**src/rtl/reduction_array_pkg.sv**
```systemverilog
// Shared definitions for reduction_array: operator encoding and per-operator identity.
package reduction_array_pkg;

  typedef logic [1:0] op_t;

  localparam op_t OP_OR  = 2'd0;
  localparam op_t OP_AND = 2'd1;
  localparam op_t OP_XOR = 2'd2;
  localparam op_t OP_MAX = 2'd3;

  // Widest element the identity helper can describe.
  localparam int MAX_WIDTH = 64;

  // Identity value for op at the given width (low bits); callers cast to their width.
  function automatic logic [MAX_WIDTH-1:0] op_identity(op_t op, int width);
    logic [MAX_WIDTH-1:0] ones;
    ones = '1;
    if (op == OP_AND) return ones >> (MAX_WIDTH - width);
    return '0;
  endfunction

endpackage

```
**src/rtl/reduction_array_reduce_level.sv**
```systemverilog
// One registered level of the reduction tree: folds adjacent operand pairs under the
// request's own op and forwards op, count and valid alongside the partial results.
module reduce_level
  import reduction_array_pkg::*;
#(
  parameter int PAIRS = 2,
  parameter int WIDTH = 8,
  parameter int CNTW  = 3
) (
  input  logic                     clock,
  input  logic                     reset,
  input  logic                     req_valid,
  input  op_t                      req_op,
  input  logic [CNTW-1:0]          req_count,
  input  logic [2*PAIRS*WIDTH-1:0] operands,
  output logic                     level_valid,
  output op_t                      level_op,
  output logic [CNTW-1:0]          level_count,
  output logic [PAIRS*WIDTH-1:0]   partials
);

  logic [PAIRS*WIDTH-1:0] combined;

  function automatic logic [WIDTH-1:0] combine(op_t o, logic [WIDTH-1:0] a, logic [WIDTH-1:0] b);
    case (o)
      OP_OR:   return a | b;
      OP_AND:  return a & b;
      OP_XOR:  return a ^ b;
      default: return (a > b) ? a : b;
    endcase
  endfunction

  always_comb begin
    combined = '0;
    for (int p = 0; p < PAIRS; p++) begin
      combined[p*WIDTH +: WIDTH] = combine(req_op,
                                           operands[(2*p)*WIDTH +: WIDTH],
                                           operands[(2*p+1)*WIDTH +: WIDTH]);
    end
  end

  // Payload only moves with a request, so the last level naturally holds its result.
  always_ff @(posedge clock or posedge reset) begin
    if (reset) begin
      level_valid <= 1'b0;
      level_op    <= OP_OR;
      level_count <= '0;
      partials    <= '0;
    end else begin
      level_valid <= req_valid;
      if (req_valid) begin
        level_op    <= req_op;
        level_count <= req_count;
        partials    <= combined;
      end
    end
  end

endmodule

```
**src/rtl/reduction_array.sv**
```systemverilog
// Register array with per-element valid bits and a pipelined OR/AND/XOR/MAX reduction
// over the valid elements; one launch per cycle, results in launch order.
module reduction_array
  import reduction_array_pkg::*;
#(
  parameter int  ELEMENTS = 4,
  parameter int  WIDTH    = 8,
  localparam int IDXW     = $clog2(ELEMENTS),
  localparam int LEVELS   = IDXW
) (
  input  logic                      clock,
  input  logic                      reset,
  input  logic                      clear,
  input  logic                      enable,
  input  logic                      remove,
  input  logic [IDXW-1:0]           index,
  input  logic [WIDTH-1:0]          element,
  output logic [ELEMENTS*WIDTH-1:0] array,
  output logic [ELEMENTS-1:0]       valid_mask,
  input  logic                      start,
  input  op_t                       op,
  output logic [WIDTH-1:0]          result,
  output logic [IDXW:0]             result_count,
  output logic                      result_valid
);

  localparam int SLOTS = 1 << LEVELS;
  localparam int CNTW  = IDXW + 1;
  localparam logic [CNTW-1:0] ELEM_LIM = CNTW'(ELEMENTS);

  // Handshake: start is accepted on every cycle (no ready, no backpressure); each
  // accepted request produces exactly one result_valid pulse LEVELS+1 edges later.

  logic [WIDTH-1:0]       data [ELEMENTS];
  logic [ELEMENTS-1:0]    valid_q;
  logic                   in_range;
  logic [WIDTH-1:0]       ident;
  logic [SLOTS*WIDTH-1:0] masked;
  logic [CNTW-1:0]        pop;

  logic                   snap_valid;
  op_t                    snap_op;
  logic [CNTW-1:0]        snap_count;
  logic [SLOTS*WIDTH-1:0] snap_data;

  logic                   stage_valid [LEVELS+1];
  op_t                    stage_op    [LEVELS+1];
  logic [CNTW-1:0]        stage_count [LEVELS+1];

  assign valid_mask = valid_q;
  assign in_range   = {1'b0, index} < ELEM_LIM;

  for (genvar i = 0; i < ELEMENTS; i++) begin : flat
    assign array[i*WIDTH +: WIDTH] = data[i];
  end

  always_ff @(posedge clock or posedge reset) begin
    if (reset) begin
      for (int i = 0; i < ELEMENTS; i++) data[i] <= '0;
      valid_q <= '0;
    end else if (clear) begin
      for (int i = 0; i < ELEMENTS; i++) data[i] <= '0;
      valid_q <= '0;
    end else if (enable && in_range) begin
      if (remove) begin
        valid_q[index] <= 1'b0;
      end else begin
        data[index]    <= element;
        valid_q[index] <= 1'b1;
      end
    end
  end

  // Invalid elements and padding slots become the operator identity so they never
  // influence the result.
  assign ident = WIDTH'(op_identity(op, WIDTH));

  for (genvar s = 0; s < SLOTS; s++) begin : slot
    if (s < ELEMENTS) begin : real_slot
      assign masked[s*WIDTH +: WIDTH] = valid_q[s] ? data[s] : ident;
    end else begin : pad_slot
      assign masked[s*WIDTH +: WIDTH] = ident;
    end
  end

  always_comb begin
    pop = '0;
    for (int i = 0; i < ELEMENTS; i++) pop = pop + CNTW'(valid_q[i]);
  end

  // Snapshot reads the registered array, so a same-edge write or clear is not seen.
  always_ff @(posedge clock or posedge reset) begin
    if (reset) begin
      snap_valid <= 1'b0;
      snap_op    <= OP_OR;
      snap_count <= '0;
      snap_data  <= '0;
    end else begin
      snap_valid <= start;
      if (start) begin
        snap_op    <= op;
        snap_count <= pop;
        snap_data  <= masked;
      end
    end
  end

  assign stage_valid[0] = snap_valid;
  assign stage_op[0]    = snap_op;
  assign stage_count[0] = snap_count;

  for (genvar g = 0; g < LEVELS; g++) begin : lvl
    localparam int PAIRS = SLOTS >> (g + 1);
    logic [2*PAIRS*WIDTH-1:0] operands;
    logic [PAIRS*WIDTH-1:0]   partials;

    if (g == 0) begin : first
      assign operands = snap_data;
    end else begin : chain
      assign operands = lvl[g-1].partials;
    end

    reduce_level #(
      .PAIRS (PAIRS),
      .WIDTH (WIDTH),
      .CNTW  (CNTW)
    ) u_level (
      .clock       (clock),
      .reset       (reset),
      .req_valid   (stage_valid[g]),
      .req_op      (stage_op[g]),
      .req_count   (stage_count[g]),
      .operands    (operands),
      .level_valid (stage_valid[g+1]),
      .level_op    (stage_op[g+1]),
      .level_count (stage_count[g+1]),
      .partials    (partials)
    );
  end

  assign result       = lvl[LEVELS-1].partials;
  assign result_count = stage_count[LEVELS];
  assign result_valid = stage_valid[LEVELS];

endmodule

```
**config.mk**
```make
export PLATFORM = sky130hd
export DESIGN_NAME = reduction_array
export DESIGN_NICKNAME = d
export VERILOG_FILES = /design/src/rtl/reduction_array_pkg.sv /design/src/rtl/reduction_array_reduce_level.sv /design/src/rtl/reduction_array.sv
export SDC_FILE = /design/constraint.sdc
export NUM_CORES = 1
export LEC_CHECK = 0
export ABC_AREA = 1
export BUFFER_PORTS_ARGS = -buffer_cell sky130_fd_sc_hd__buf_2
export CORE_ASPECT_RATIO = 2
export CORE_MARGIN = 2
export CORE_UTILIZATION = 25
export CTS_CLUSTER_DIAMETER = 150
export CTS_CLUSTER_SIZE = 25
export DETAILED_ROUTE_END_ITERATION = 10
export HOLD_SLACK_MARGIN = 0.12
export REMOVE_ABC_BUFFERS = 1
export SLEW_MARGIN = 5
export SYNTH_ARGS = -nofsm -noshare
export SYNTH_HDL_FRONTEND = slang
export SYNTH_SLANG_ARGS = --single-unit
```
**constraint.sdc**
```tcl
create_clock -name clock -period 6.7 [get_ports clock]
set_input_delay 0 -clock clock [delete_from_list [all_inputs] [get_ports clock]]
set_output_delay 0 -clock clock [all_outputs]
set_load 0.01 [all_outputs]
```
==> results.md <==
- The layout filler cell count is 2810.
- The area enclosed by the die boundary is approximately 27000 sq um.
- The number of different library cells used by synthesis comes to 36.
- The endpoint identified for the worst register-to-register timing path is snap_count[1]$_DFFE_PP0P_.
- The pre-antenna-repair detailed-routing pass consisted of 4 iterations.
- The worst hold path passes through 3 cells.
- The tightest hold path in the finished design has a slack of around 0.13 ns.
- The max-slew violation count is 0.
- At the end of the flow, the number of nets in the layout was 909.
- The routed design could run at a clock period as short as ~2.0 ns.
- The number of I/O port buffers is 65.
- The power per unit of standard cell area is 239 nW/um^2.
- The worst setup path is captured at a flip-flop.
- The wire length of the first global-routing pass is 28900 um.
- The beginning of the critical path is valid_mask[0]$_DFFE_PP0N_.
- The fraction of final layout cells with drive strength greater than 1 is 14.4%.
- For this run, design rule violations remaining after detail routing come to 0.
- The final total negative setup slack is 0 ns.
- In this run the mean area of a mapped cell was 8.64 sq um.
- The total design power is 1810 uW.
- The proportion of synthesized flip-flops having asynchronous set or reset is 100%.
- The run finished with clean final reports.
- In the layout the commonest cells are sky130_fd_sc_hd__dfrtp_1 (108), sky130_fd_sc_hd__nand2_1 (102), sky130_fd_sc_hd__inv_1 (85).
- The I/O pin total is 66.
- Global routing consumed, over all layers together, a little over an eighth of the routing resources.
- TritonCTS built the clock tree.
- The worst-case vdd ir drop is 127 uV.
- After global routing the overflow that remains totals 0.
- The horizontal extent of the die is ~120 um.
- CTS placed an instance of sky130_fd_sc_hd__clkbuf_16 at the clock tree root.
- The clock passes through at most 2 buffers.
- The quantity of gates resized following cts is 0.
- The final count of negative-setup-slack endpoints is 0.
- Derived from the worst setup path, the maximum achievable clock frequency is 508 MHz.
- The signal on the critical path passes through inv_1 -> fa_1 -> inv_1 -> ha_1 -> ha_1 -> nand2_1 -> nand2_1.
- The count of flip-flops with a built-in enable after synthesis is 0.
- The type of the tightest min-delay check is in2reg.
- The initial utilization of the core area, before any placement, comes to 25.3%.
- The number of standard cells in the layout, taps in and fillers out is 1159.
- The slowest stage of the critical path is the sky130_fd_sc_hd__dfrtp_1 cell.
- Detailed placement finished with a half-perimeter wire length of 14500 um.
- The leakage power total is 0.00371 uW.
- Setup repair after global routing left no endpoint under its margin.
- The number of global-route vias before repair was 5671.
- In the synthesized netlist the dominant register cell turns out to be sky130_fd_sc_hd__dfrtp_1.
- The clock slew seen by the registers of the worst setup and hold paths is 0.08 ns.
- The routed wire length is 17900 um.
- After clock tree synthesis, the flow added hold-fix buffers numbering 16.
- The detailed router finished its first iteration with 218 violations.
- The synthesized netlist occupies a cell area of 6470 sq um.
- At the worst endpoint, the required time is 6.96 ns.
- The path type of the worst setup path is reg2reg.
- Counting the buffers created by CTS gives 9.
- For the final database, setup skew stands at roughly 0.011 ns.
- The transition time at the pin with the least slew margin is 0.819 ns.
- At the end of routability-driven placement, the weighted congestion stood at 0.814.
- The repair_antennas step left the layout with diodes totalling 0.
- In the final routed layout, each cell accounts on average for 15.4 um.
- The maximum fanout count along the critical path is 11.
- The core outline area is ~26000 sq um.
- For this design, the sink count on the clock tree is 108.
- The headroom to the max-slew limit is 45.4%.
- Entering global routing, the biggest net connects 65 pins.
- The capturing instance or port of the critical path is snap_count[1]$_DFFE_PP0P_.
- The tool flagged a number of max-cap violations equal to 0.
- The deepest level of the CTS H-tree is 3.
- The vertical extent of the die is 232 um.
- The number of antenna violations at the first check in global routing is 0.
- The number of cells on the worst reg-to-reg path is 7.
- The most common cell after layout, fill and taps aside is sky130_fd_sc_hd__dfrtp_1.
- The count of nets left with antenna violations once routing finished came out at 0.
- The number of vias per cell is 4.61.
- In this run the post-CTS setup repair buffer count came out at 0.
- The share of the Yosys chip area taken by registers is 41.7%.
- The total via count after detailed routing is roughly 5300.
- At the later pin of the worst-skew pair, clock insertion delay measures ~0.37 ns.
- For this run, the number of Yosys warnings is 0.
- The post-route fraction of the period consumed by the critical path is 29.4%.
- The floorplan has between 80 and 90 rows.
- In this run, synthesis produced a sequential element count of around 110.
- The worst register-to-register path has a setup slack of 4.73 ns.
- The longest individual stage delay on the worst path is 0.58 ns.
- The arrival time of the worst setup path is 2.23 ns.
- Synthesis produced 749 cells.
- STA classifies the critical path startpoint as a flip-flop.
- The final-report hold violation count is 0.
- In this run the critical register-to-register path is launched from valid_mask[0]$_DFFE_PP0N_.
- In this run, placement finished with an instance count of 1127.
- From synthesis to final layout, the design area changed by 17.1%.
==> cells in the mapped netlist (2+ instances only) <==
master,number,area (sq um)
sky130_fd_sc_hd__a211oi_1,16,120
sky130_fd_sc_hd__a21o_1,2,15.0
sky130_fd_sc_hd__a21oi_1,58,290
sky130_fd_sc_hd__a21oi_2,8,70.1
sky130_fd_sc_hd__a22oi_1,32,240
sky130_fd_sc_hd__buf_1,2,7.51
sky130_fd_sc_hd__buf_2,16,80.1
sky130_fd_sc_hd__buf_4,2,15.0
sky130_fd_sc_hd__clkbuf_1,10,37.5
sky130_fd_sc_hd__dfrtp_1,108,2700
sky130_fd_sc_hd__ha_1,74,926
sky130_fd_sc_hd__inv_1,87,327
sky130_fd_sc_hd__inv_2,4,15.0
sky130_fd_sc_hd__nand2_1,102,383
sky130_fd_sc_hd__nand2_2,5,31.3
sky130_fd_sc_hd__nand2_4,6,67.6
sky130_fd_sc_hd__nand3_1,83,415
sky130_fd_sc_hd__nand3_2,2,20.0
sky130_fd_sc_hd__nor2_1,46,173
sky130_fd_sc_hd__nor2_2,4,25.0
sky130_fd_sc_hd__nor2_4,2,22.5
sky130_fd_sc_hd__nor3_1,3,15.0
sky130_fd_sc_hd__nor3_2,2,20.0
sky130_fd_sc_hd__o211ai_1,2,15.0
sky130_fd_sc_hd__o21ai_0,52,260
sky130_fd_sc_hd__o21ai_1,2,10.0
sky130_fd_sc_hd__o221ai_1,3,26.3
sky130_fd_sc_hd__o22ai_1,2,12.5
sky130_fd_sc_hd__o311ai_0,4,35.0
sky130_fd_sc_hd__o31ai_1,4,30.0
==> power by group <==
group | leakage [uW] | internal [uW] | switching [uW]
combinational | 0.00221 | 169 | 307
sequential | 0.00136 | 716 | 67.8
clock | 0.000146 | 300 | 252
total | 0.00371 | 1180 | 626
==> worst min-delay path by stage <==
| stage | from | to | slack, ns |
|---|---|---|---|
| CTS | element[6] | array[30]$_DFFE_PP0P_ | 0.12 |
| floorplan | start | snap_valid$_DFF_PP0_ | 0.03 |
| detailed placement | reset | lvl[0].operands[7]$_DFFE_PP0P_ | 0.12 |
| global route | element[1] | array[25]$_DFFE_PP0P_ | 0.15 |
| global placement | reset | lvl[0].operands[7]$_DFFE_PP0P_ | 0.12 |
| finish | element[1] | array[25]$_DFFE_PP0P_ | 0.13 |
==> per-stage QoR <==
step	utilization, %	cell area, sq um	setup slack (ns)
2_1_floorplan	-	6320	3.85
3_5_place_dp	27.8	7110	4.74
6_report	29.7	7580	4.73
5_1_grt	29.7	7580	4.54
3_3_place_gp	27.8	7110	4.76
4_1_cts	29.6	7560	4.73
==> flip-flops by register name, indices dropped and copies added, names as in the netlist <==
signal                   flops
snap_count                   3
lvl.operands                32
lvl.u_level.level_valid      2
array                       32
snap_valid                   1
valid_mask                   4
lvl.u_level.partials        24
snap_op                      2
lvl.u_level.level_count      6
lvl.u_level.level_op         2
==> layout make-up <==
type,count,area [sq um],area share (%)
clock buffer,10,239,3.15
sequential,108,2700,35.6
timing repair buffer,87,536,7.06
tap,340,425,5.61
clock inverter,4,56.3,0.743
multi-input combinational,518,3280,43.2
inverter,92,348,4.59
==> worst max-delay path: cells and delay by family (launching register included) <==
family / cells / cell delay (ns)
buffers and inverters: 2 / 0.18
adder cells (fa/ha/maj): 3 / 0.99
AND/OR/NAND/NOR: 2 / 0.11
flip-flops: 1 / 0.58
==> logic make-up (layout without fill, tap and decap cells) <==
family / after synthesis / after routing / synth area share [%]
AO/OA/AOI/OAI: 186 / 186 / 17.5
AND/OR/NAND/NOR: 257 / 257 / 18.5
flip-flops: 108 / 108 / 41.7
adder cells (fa/ha/maj): 75 / 75 / 14.6
buffers and inverters: 123 / 193 / 7.67
==> metal layers <==
| metal | share of wire, % | track usage (%) |
|---|---|---|
| met1 | 34 | 11.9 |
| met2 | 59 | 28.0 |
| met3 | 2.3 | 1.55 |
| met4 | 4.8 | 8.62 |
| met5 | 0 | 0 |
Power figures use the tool's default switching activity.
